--- config.mk ---
export PLATFORM = sky130hd
export DESIGN_NAME = axis_latency_monitor
export DESIGN_NICKNAME = d
export VERILOG_FILES = /design/src/rtl/zynq_aes_mon_pkg.sv /design/src/rtl/axis_lat_ts_fifo.sv /design/src/rtl/axis_latency_monitor.sv
export SDC_FILE = /design/constraint.sdc
export NUM_CORES = 1
export LEC_CHECK = 0
export ABC_AREA = 1
export BUFFER_PORTS_ARGS = -buffer_cell sky130_fd_sc_hd__buf_2
export CORE_UTILIZATION = 30
export CTS_CLUSTER_SIZE = 12
export DETAILED_ROUTE_END_ITERATION = 10
export PLACE_DENSITY_LB_ADDON = 0.08
export SLEW_MARGIN = 10
export SYNTH_ARGS = -nofsm -noshare
export SYNTH_HDL_FRONTEND = slang
export SYNTH_HIERARCHICAL = 1
export SYNTH_SLANG_ARGS = --single-unit
--- constraint.sdc ---
create_clock -name aclk -period 7.4 [get_ports aclk]
set_input_delay 0 -clock aclk [delete_from_list [all_inputs] [get_ports aclk]]
set_output_delay 0 -clock aclk [all_outputs]
set_load 0.05 [all_outputs]
--- src/rtl/zynq_aes_mon_pkg.sv ---
// zynq_aes_mon_pkg: shared types, default widths and saturating-increment helper for the latency monitor
package zynq_aes_mon_pkg;
  localparam int DEF_TS_W  = 32;
  localparam int DEF_ACC_W = 48;
  localparam int DEF_CNT_W = 32;
  typedef logic [DEF_TS_W-1:0]  ts_t;
  typedef logic [DEF_ACC_W-1:0] acc_t;
  typedef logic [DEF_CNT_W-1:0] cnt_t;
  typedef enum logic {IDLE, IN_PKT} pkt_state_e;
  function automatic logic [63:0] sat_inc(input logic [63:0] v, input int unsigned w);
    logic [63:0] m;
    m = (w >= 64) ? '1 : ((64'd1 << w) - 64'd1);
    return (v >= m) ? v : v + 64'd1;
  endfunction
endpackage

--- src/rtl/axis_lat_ts_fifo.sv ---
// axis_lat_ts_fifo: first-word-fall-through timestamp FIFO (aclk, aresetn, clear, push/din in; pop in; dout/full/empty/count out)
module axis_lat_ts_fifo #(
  parameter int DEPTH = 4,
  parameter int W = 32
) (
  input  logic                       aclk,
  input  logic                       aresetn,
  input  logic                       clear,
  input  logic                       push,
  input  logic                       pop,
  input  logic [W-1:0]               din,
  output logic [W-1:0]               dout,
  output logic                       full,
  output logic                       empty,
  output logic [$clog2(DEPTH):0]     count
);
  localparam int AW = $clog2(DEPTH);
  localparam int CW = AW + 1;
  logic [W-1:0]  mem [DEPTH];
  logic [AW-1:0] wr_ptr, rd_ptr;
  logic          do_push, do_pop;
  assign full  = count == CW'(DEPTH);
  assign empty = count == '0;
  assign dout  = mem[rd_ptr];
  // a pop frees a slot in the same cycle, so a full FIFO still accepts a simultaneous push
  assign do_pop  = pop & ~empty & ~clear;
  assign do_push = push & (~full | do_pop) & ~clear;
  always_ff @(posedge aclk or negedge aresetn)
    if (!aresetn) begin
      wr_ptr <= '0;
      rd_ptr <= '0;
      count  <= '0;
    end else if (clear) begin
      wr_ptr <= '0;
      rd_ptr <= '0;
      count  <= '0;
    end else begin
      wr_ptr <= do_push ? wr_ptr + 1'b1 : wr_ptr;
      rd_ptr <= do_pop ? rd_ptr + 1'b1 : rd_ptr;
      count  <= count + CW'(do_push) - CW'(do_pop);
    end
  always_ff @(posedge aclk)
    if (do_push) mem[wr_ptr] <= din;
endmodule

--- src/rtl/axis_latency_monitor.sv ---
// axis_latency_monitor: passive AXIS request latency monitor (snooped s/m handshakes in; last/min/max/total latency, counts, flags out)
module axis_latency_monitor
  import zynq_aes_mon_pkg::*;
#(
  parameter int TS_W  = 32,
  parameter int ACC_W = 48,
  parameter int CNT_W = 32,
  parameter int DEPTH = 4
) (
  input  logic                   aclk,
  input  logic                   aresetn,
  input  logic                   clear,
  input  logic                   enable,
  input  logic                   s_tvalid,
  input  logic                   s_tready,
  input  logic                   s_tlast,
  input  logic                   m_tvalid,
  input  logic                   m_tready,
  input  logic                   m_tlast,
  output logic                   stat_valid,
  output logic [TS_W-1:0]        last_latency,
  output logic [TS_W-1:0]        min_latency,
  output logic [TS_W-1:0]        max_latency,
  output logic [ACC_W-1:0]       total_latency,
  output logic [CNT_W-1:0]       req_count,
  output logic [CNT_W-1:0]       drop_count,
  output logic [$clog2(DEPTH):0] outstanding,
  output logic                   overflow,
  output logic                   underflow
);
  pkt_state_e      state, state_nxt;
  logic [TS_W-1:0] ts, head, lat;
  logic            s_hs, m_hs, start, push, cmp, pop_ok, drop, full, empty;
  logic [ACC_W:0]  sum;
  assign s_hs   = s_tvalid & s_tready;
  assign m_hs   = m_tvalid & m_tready;
  assign start  = s_hs & (state == IDLE);
  assign push   = start & enable;
  assign cmp    = m_hs & m_tlast;
  assign pop_ok = cmp & ~empty;
  assign drop   = push & full & ~pop_ok;
  // modular subtraction keeps latency correct across timestamp wrap
  assign lat    = ts - head;
  assign sum    = {1'b0, total_latency} + (ACC_W+1)'(lat);
  always_comb begin
    state_nxt = state;
    state_nxt = (state == IDLE) ? ((s_hs & ~s_tlast) ? IN_PKT : IDLE)
                                : ((s_hs & s_tlast) ? IDLE : IN_PKT);
  end
  always_ff @(posedge aclk or negedge aresetn)
    if (!aresetn) state <= IDLE;
    else state <= clear ? IDLE : state_nxt;
  always_ff @(posedge aclk or negedge aresetn)
    if (!aresetn) ts <= '0;
    else ts <= ts + 1'b1;
  axis_lat_ts_fifo #(.DEPTH(DEPTH), .W(TS_W)) u_fifo (
    .aclk    (aclk),
    .aresetn (aresetn),
    .clear   (clear),
    .push    (push),
    .pop     (cmp),
    .din     (ts),
    .dout    (head),
    .full    (full),
    .empty   (empty),
    .count   (outstanding)
  );
  always_ff @(posedge aclk or negedge aresetn)
    if (!aresetn) begin
      stat_valid    <= 1'b0;
      last_latency  <= '0;
      min_latency   <= '1;
      max_latency   <= '0;
      total_latency <= '0;
      req_count     <= '0;
      drop_count    <= '0;
      overflow      <= 1'b0;
      underflow     <= 1'b0;
    end else if (clear) begin
      stat_valid    <= 1'b0;
      last_latency  <= '0;
      min_latency   <= '1;
      max_latency   <= '0;
      total_latency <= '0;
      req_count     <= '0;
      drop_count    <= '0;
      overflow      <= 1'b0;
      underflow     <= 1'b0;
    end else begin
      stat_valid <= pop_ok;
      if (pop_ok) begin
        last_latency  <= lat;
        min_latency   <= (lat < min_latency) ? lat : min_latency;
        max_latency   <= (lat > max_latency) ? lat : max_latency;
        total_latency <= sum[ACC_W] ? '1 : sum[ACC_W-1:0];
        req_count     <= CNT_W'(sat_inc(64'(req_count), CNT_W));
      end
      if (drop) begin
        drop_count <= CNT_W'(sat_inc(64'(drop_count), CNT_W));
        overflow   <= 1'b1;
      end
      if (cmp & empty) underflow <= 1'b1;
    end
endmodule

# --- Yosys cells after proc, flatten, opt, wreduce, memory -nomap -nowiden ---
# Memories as Yosys holds them, arrays and structs flattened.
# Cells that the tools add are included.
word_totals:
  regBits: 251
  latchBits: 0
  ramBits: 128
  rom_bits: 0
  inputBits: 10
  out_inout_bits: 214
  wordCells: 97
  memories: 1
memory_table:
  columns: ["name", "depth", "width", "read_ports", "rd_clocked_by_memory_dff", "wr", "line_no", "source"]
  rows:
  - ["u_fifo.mem", 4, 32, 1, 0, 1, "axis_lat_ts_fifo.sv:19", "logic [W-1:0] mem [DEPTH];"]
op_classes:
  add_sub_neg: 9
  multipliers: 0
  div_mod_pow: 0
  magnitude_cmp: 4
  n_eq_ne: 3
  n_shift: 0
  mux: 33
  n_bitwise: 21
  n_reduce_logical: 12
ops:
  columns: ["op", "count"]
  rows:
  - ["2-to-1 mux 32 bit", 14]
  - ["2-to-1 mux 48 bit", 3]
  - ["adder 32 x 1 -> 32 bit (second input constant)", 3]
  - ["greater-or-equal comparator 32 bit (second input constant)", 2]
  - ["adder 48 x 32 -> 49 bit", 1]
  - ["greater-than comparator 32 bit", 1]
  - ["less-than comparator 32 bit", 1]
  - ["subtractor 32 bit", 1]
  - ["AND 1 bit", 14]
  - ["nonzero test 2 bit", 7]
  - ["2-to-1 mux 1 bit", 11]
  - ["2-to-1 mux 2 bit", 4]
  - ["AND reduction 2 bit", 4]
  - ["NOT 1 bit", 6]
  - ["adder 2 x 1 -> 2 bit (second input constant)", 2]
  - ["inequality test 2 bit (second input constant)", 2]
  - ["adder 3 x 1 -> 3 bit", 1]
  - ["equality test 3 bit (second input constant)", 1]
  - ["logical NOT 3 bit", 1]
  - ["2-to-1 mux 3 bit", 1]
  - ["subtractor 3 x 1 -> 3 bit", 1]
  - ["OR 1 bit", 1]

# --- Longest topological paths before layout ---
depth:
  word_depth: 10
  depth_mapped: 33
  depth_no_buf: 32

# --- Cells and area by module ---
# The synthesis kept the hierarchy.
by_module_without_submodules:
  columns: ["mod", "instances", "cells_per_inst", "area_each_um2", "seq_area_each_um2"]
  rows:
  - ["axis_latency_monitor", 1, 2967, 19349.8, 6145.9]
  - ["axis_lat_ts_fifo", 1, 371, 5298.8, 4018.9]

# --- Worst setup path after synthesis ---
# No wires, ideal clock.
synth_path:
  path_kind: "flip-flop to flip-flop"
  startpoint: "reg u_fifo.rd_ptr[0]"
  endpoint: "reg total_latency[26]"
  setup_time_ns: 0.118
  arrival_time_ns: 3.655
  required_time_ns: 7.282
  path_slack_ns: 3.628
  stages_incl_launch_ff: 29
  n_path_buf: 3
  period_less_slack_ns: 3.772
  cell_sequence: "dfrtp_1 > buf_6 > buf_12 > nor2_1 > o22ai_1 > ha_1 > inv_1 > fa_1 > nand3_1 > nand3_1 > nand2_1 > nand2_1 > nand2_1 > nand2_1 > xor2_1 > ha_1 > nand2_1 > inv_1 > nand2_1 > inv_1 > a21oi_1 > nand2_2 > nand2_2 > nand2_2 > nand2_4 > buf_8 > nand3_2 > nand2_1 > nand2_1"
synth_between:
  elab_chain_len: 6
synth_rtl:
  columns: ["element", "line_no", "source"]
  rows:
  - ["start, declared", "axis_lat_ts_fifo.sv:20", "logic [AW-1:0] wr_ptr, rd_ptr;"]
  - ["start signal, assigned", "axis_lat_ts_fifo.sv:39", "rd_ptr <= do_pop ? rd_ptr + 1'b1 : rd_ptr;"]
  - ["memory read (4 x 32 bit)", null, null]
  - ["via head[0]", "axis_latency_monitor.sv:32", "logic [TS_W-1:0] ts, head, lat;"]
  - ["subtractor 32 bit", "axis_latency_monitor.sv:43", "assign lat = ts - head;"]
  - ["adder 48 x 32 -> 49 bit", "axis_latency_monitor.sv:44", "assign sum = {1'b0, total_latency} + (ACC_W+1)'(lat);"]
  - ["2-to-1 mux 48 bit", "axis_latency_monitor.sv:95", "total_latency <= sum[ACC_W] ? '1 : sum[ACC_W-1:0];"]
  - ["2-to-1 mux 48 bit", "axis_latency_monitor.sv:91", "if (pop_ok) begin"]
  - ["2-to-1 mux 48 bit", "axis_latency_monitor.sv:79", "end else if (clear) begin"]
  - ["end signal, assigned", "axis_latency_monitor.sv:95", null]
  - ["end, declared", "axis_latency_monitor.sv:24", "output logic [ACC_W-1:0] total_latency,"]
# The timed path passes the listed nets, and every way through them passes these cells. The select of a mux whose other input is x is not followed.
# A chain may end at the register's enable or synchronous reset.

# --- Worst setup path after layout ---
layout_path:
  startpoint: "reg u_fifo.rd_ptr[0]"
  endpoint: "reg max_latency[0]"
layout_between:
  elab_chain_len: 5
  elab_cells_between_ends: 8
  classes_between: "add/sub (1); order compare (1); mux (3); reduce/logical (2); memory (1)"
layout_rtl:
  columns: ["element", "line_no", "source"]
  rows:
  - ["memory read (4 x 32 bit)", null, null]
  - ["via head[24]", "axis_latency_monitor.sv:32", null]
  - ["subtractor 32 bit", "axis_latency_monitor.sv:43", null]
  - ["greater-than comparator 32 bit", "axis_latency_monitor.sv:94", "max_latency <= (lat > max_latency) ? lat : max_latency;"]
  - ["nonzero test 2 bit (no line)", null, null]
  - ["AND reduction 2 bit (no line)", null, null]
  - ["end signal, assigned", "axis_latency_monitor.sv:94", null]
  - ["end, declared", "axis_latency_monitor.sv:23", "output logic [TS_W-1:0] max_latency,"]
# The timed path passes the listed nets, and every way through them passes these cells. The select of a mux whose other input is x is not followed.

==> results.txt <==
The worst voltage drop across the vdd grid is 160 uV. The share of total power in sequential cells is 0.345. The flow ran to the end, and the final reports show no timing, DRC or antenna violations. The worst slew margin relative to its limit is 0.168. The first global-routing pass estimated 132000 um of wire. The number of standard cells after synthesis came out at 3338. The number of buffers between clock root and the deepest sink came out at 3. The quantity of gates resized following cts came out at 0. The required time at the endpoint of the critical path came out at 7.89 ns.

The initial antenna violation count is 1. The area of the die is 0.0833 sq mm. The switching part of the total power came out at 0.378. Wires add up to 86900 um.

The transition time of the tightest slew-check pin is 1.24 ns. The source-to-sink clock delay at the later pin of the worst-skew pair came out at 0.61 ns. Once detail routing completed, the nets flagged for antenna violations numbered 0. The power dissipated by switching net loads is 0.00271 W. The arrival time at the worst endpoint came out at 6.42 ns. The number of global-route vias before repair came to 21300. Of the total synthesized cell area, the portion taken by full adders, half adders and majority gates is 0.0710. The setup-violating endpoint count in the final report is 0. The worst-case hold slack came out at 0.0785 ns.

Of the total synthesized cell area, the portion taken by XOR and XNOR cells is 0.0341. The biggest fanout along the worst timing path is 56. In the post-synthesis netlist, the cell with the most instances is sky130_fd_sc_hd__nand2_1.

By area, the combinational part of the netlist is dominated by simple AND/OR/NAND/NOR gates. The worst register-to-register path ends at max_latency[0]. The congestion estimate from routability-driven global placement came to 0.884. The TritonCTS clock tree is built. The ratio of final minimum period to clock period is 0.801. The clock-pin slew of the registers on the worst-case setup and hold paths came out at 0.06 ns.

The number of synthesized register bits is 379. The predominant post-synthesis flop cell is sky130_fd_sc_hd__dfrtp_1. The die is 289 um tall.

224 I/O pins were placed. The leakage component of the power is 14.4 nW. The number of max-capacitance violations reported is 0. The number of max-slew violations in the final report came out at 0. During synthesis, Yosys emitted a total of 6 warnings. The number of DRC violations after detailed-routing iteration 0 came out at 1478. The simple-gate area share of the yosys netlist came out at 0.305.

Row generation in the floorplan step produced 104 rows. The synthesized netlist occupies a cell area of 0.0246 sq mm. The post-route setup TNS came out at 0 ns. The initial utilization of the core area, before any placement, comes to 0.305. The half-perimeter wire length after placement is 66000 um. In the global route stage, overall resource usage came out at 0.208. The number of synthesized flops with an enable pin is 128. sky130_fd_sc_hd__dfrtp_1 takes more of the synthesized area than any other cell. The worst path in the final design needs a cycle of 5.93 ns, including I/O delays and setup. The first TritonRoute pass finished after 6 iterations. The total clock sinks is 379. The number of hold violations in the final report is 0. In the final design database the tool counted 3706 nets. The core utilization of the finished layout is 0.354. Yosys mapped the design onto 53 distinct sky130hd cell types.

The core area is 0.0809 sq mm. The chip width is 289 um. TritonCTS created 48 clock buffers.

The worst clock skew is 0.0390 ns. The share of power burned in the clock network is 0.358. The tightest min-delay check is of the in2async type. The worst setup path is launched from a register.

Setup repair after global routing left no endpoint under its margin. Summed over all layers, the global routing overflow is 0. The maximum number of pins on one net before global-route repair came out at 101. The worst reg-to-reg path cell count is 26. By area the synthesized netlist is led by sky130_fd_sc_hd__dfrtp_1, sky130_fd_sc_hd__nand2_1, sky130_fd_sc_hd__edfxtp_1. In this run the worst setup path terminates at max_latency[0]. The share of synthesized area in the top cell type comes to 0.222.

The number of levels in the clock H-tree is 2. The compound-gate portion of the synthesized area was 0.0800. The average footprint of a synthesized cell came out at 7.38 sq um. In this run the power density over the cells is 251 mW/mm^2. In the routed design, unresolved DRC markers number 0. Based on the critical path, the design can be clocked at up to 169 MHz.

The vias per cell is 4.74. The internal power of the cells came out at 0.00447 W. Dividing the detail-routed wire length by the instance count gives 18.7 um. The fraction of registers with async set/reset came out at 0.662.

The root buffer cell chosen for the clock tree is sky130_fd_sc_hd__clkbuf_16. The post-synth net total is 3486. The slack of the worst reg-to-reg path is 1.47 ns. Tracing the worst setup path back leads to its startpoint at u_fifo/rd_ptr[0]. Of the synthesized area, sequential elements account for 0.412.

The share of post-route cells with drive strength above 1 came out at 0.118. Of the post-synthesis cell area, the part taken by muxes is 0. The worst setup path is of the reg2reg kind. Port buffering added 223 buffers. The number of diodes added for antenna fixing came out at 0. The combinational share of power is 0.297. Compared with the post-synthesis result, the final layout area differs by 16.1%. The commonest cells after synthesis are sky130_fd_sc_hd__nand2_1, sky130_fd_sc_hd__inv_1, sky130_fd_sc_hd__nor2_1. STA classifies the critical path endpoint as a register. The source of the worst register-to-register timing path is u_fifo/rd_ptr[0]. The via total after detailed routing came out at 22100.
## registers in the layout, indices dropped and copies added (netlist names)
signal,flops
u_fifo/mem,128
last_latency,32
max_latency,32
u_fifo/count,3
ts,32
min_latency,32
u_fifo/wr_ptr,2
state,1
stat_valid,1
req_count,32
underflow,1
u_fifo/rd_ptr,2
drop_count,32
overflow,1
total_latency,48
## critical path, stage by stage (launching register included)
cell                       delay, ns
sky130_fd_sc_hd__dfrtp_2        0.40
sky130_fd_sc_hd__inv_2          0.44
sky130_fd_sc_hd__buf_4          0.34
sky130_fd_sc_hd__buf_4          0.28
sky130_fd_sc_hd__o21ai_0        0.10
sky130_fd_sc_hd__o22ai_1        0.23
sky130_fd_sc_hd__inv_1          0.07
sky130_fd_sc_hd__ha_1           0.42
sky130_fd_sc_hd__nand2_1        0.13
sky130_fd_sc_hd__nor2_1         0.21
sky130_fd_sc_hd__nand2_1        0.15
sky130_fd_sc_hd__nor2_1         0.11
sky130_fd_sc_hd__nand2_1        0.12
sky130_fd_sc_hd__nand3b_1       0.13
sky130_fd_sc_hd__nand2_1        0.22
sky130_fd_sc_hd__ha_1           0.38
sky130_fd_sc_hd__nand2_1        0.07
sky130_fd_sc_hd__nor2_1         0.15
sky130_fd_sc_hd__nand4_1        0.23
sky130_fd_sc_hd__nor3b_2        0.28
sky130_fd_sc_hd__nand2_1        0.08
sky130_fd_sc_hd__nand2_1        0.06
sky130_fd_sc_hd__inv_1          0.04
sky130_fd_sc_hd__nand2_2        0.70
sky130_fd_sc_hd__inv_2          0.25
sky130_fd_sc_hd__nand3_1        0.14
sky130_fd_sc_hd__nand2_1        0.06
## cell usage in the layout (no fill, tap or decap), types with 4 or more instances in the layout
master and count:
sky130_fd_sc_hd__dfrtp_1 218, sky130_fd_sc_hd__o21bai_1 6, sky130_fd_sc_hd__nand4_1 53, sky130_fd_sc_hd__xor2_1 68
sky130_fd_sc_hd__nor2_1 299, sky130_fd_sc_hd__buf_4 23, sky130_fd_sc_hd__inv_1 487, sky130_fd_sc_hd__o21a_1 4
sky130_fd_sc_hd__a21oi_1 86, sky130_fd_sc_hd__clkbuf_8 6, sky130_fd_sc_hd__nor4_1 8, sky130_fd_sc_hd__nand3_2 15
sky130_fd_sc_hd__dfstp_2 32, sky130_fd_sc_hd__or2_2 8, sky130_fd_sc_hd__buf_2 222, sky130_fd_sc_hd__dlygate4sd3_1 9
sky130_fd_sc_hd__o31ai_1 25, sky130_fd_sc_hd__o21ai_1 50, sky130_fd_sc_hd__xnor2_1 28, sky130_fd_sc_hd__nand3_1 226
sky130_fd_sc_hd__edfxtp_1 128, sky130_fd_sc_hd__inv_2 9, sky130_fd_sc_hd__nor3_2 4, sky130_fd_sc_hd__clkinv_1 4
sky130_fd_sc_hd__clkinv_2 4, sky130_fd_sc_hd__nor2_4 11, sky130_fd_sc_hd__clkbuf_16 50, sky130_fd_sc_hd__nor2_2 5
sky130_fd_sc_hd__a21o_1 6, sky130_fd_sc_hd__bufinv_16 8, sky130_fd_sc_hd__ha_1 135, sky130_fd_sc_hd__nand2_1 1057
sky130_fd_sc_hd__clkbuf_1 12, sky130_fd_sc_hd__o22ai_1 32, sky130_fd_sc_hd__nand2_2 10, sky130_fd_sc_hd__nand3b_1 14
sky130_fd_sc_hd__o21ai_0 149, sky130_fd_sc_hd__nor3_1 55
## per-stage QoR
| step | total power [W] | setup WS [ns] | cell area (sq um) | instances |
|---|---|---|---|---|
| 5_1_grt | 0.00758 | 0.785 | 28600 | 4658 |
| 6_report | 0.00719 | 1.47 | 28600 | 4658 |
| 3_3_place_gp | 0.00466 | 1.46 | 26800 | 4559 |
| 4_1_cts | 0.00728 | 1.43 | 28600 | 4658 |
| 3_5_place_dp | 0.00465 | 1.45 | 26800 | 4559 |
| 2_1_floorplan | 0.00394 | 3.63 | 24600 | 3338 |
## routing by layer
layer / GRT usage / wire [um]
met5: 0 / 0
met4: 0.0554 / 2220
met3: 0.0255 / 3780
met2: 0.325 / 37800
met1: 0.302 / 43100
## how the worst min path moves through the flow
stage             from             to  slack [ns]  cells after the start
6_report       aresetn  drop_count[6]        0.08                      2
2_1_floorplan  aresetn  drop_count[0]       -0.30                      0
3_5_place_dp   aresetn  drop_count[6]        0.15                      1
3_3_place_gp   aresetn  drop_count[4]        0.15                      1
4_1_cts        aresetn  drop_count[6]         0.1                      2
5_1_grt        aresetn  drop_count[6]        0.13                      2
## kinds of logic (layout without fill, tap and decap cells)
| group | count (synthesis) | after routing |
|---|---|---|
| XOR/XNOR | 96 | 96 |
| flip-flops | 379 | 379 |
| buffers and inverters | 582 | 842 |
| adder cells (fa/ha/maj) | 138 | 138 |
| AND/OR/NAND/NOR | 1781 | 1781 |
| AO/OA/AOI/OAI | 362 | 362 |
## power by group through the flow
stage               combinational, W  clock [W]  sequential, W
floorplan                    0.00107          0        0.00287
global placement             0.00214          0        0.00252
detailed placement           0.00214          0        0.00251
CTS                          0.00215    0.00265        0.00248
global route                 0.00236    0.00272        0.00249
finish                       0.00213    0.00257        0.00248
## cell type report
type | instances | area [sq um]
multi-input cells | 2377 | 12100
well taps | 1060 | 1330
clock inverters | 22 | 352
clock buffers | 68 | 1380
flip-flops and latches | 379 | 10200
fillers | 8682 | 52300
repair buffers | 255 | 1390
inverters | 497 | 1870
## what timing repair did
| item | 4_1_cts | 5_1_grt |
|---|---|---|
| hold endpoints to repair | 107 | 0 |
| buffers inserted | 0 | 0 |
| hold buffers | 9 | 0 |
Power figures use the tool's default switching activity.
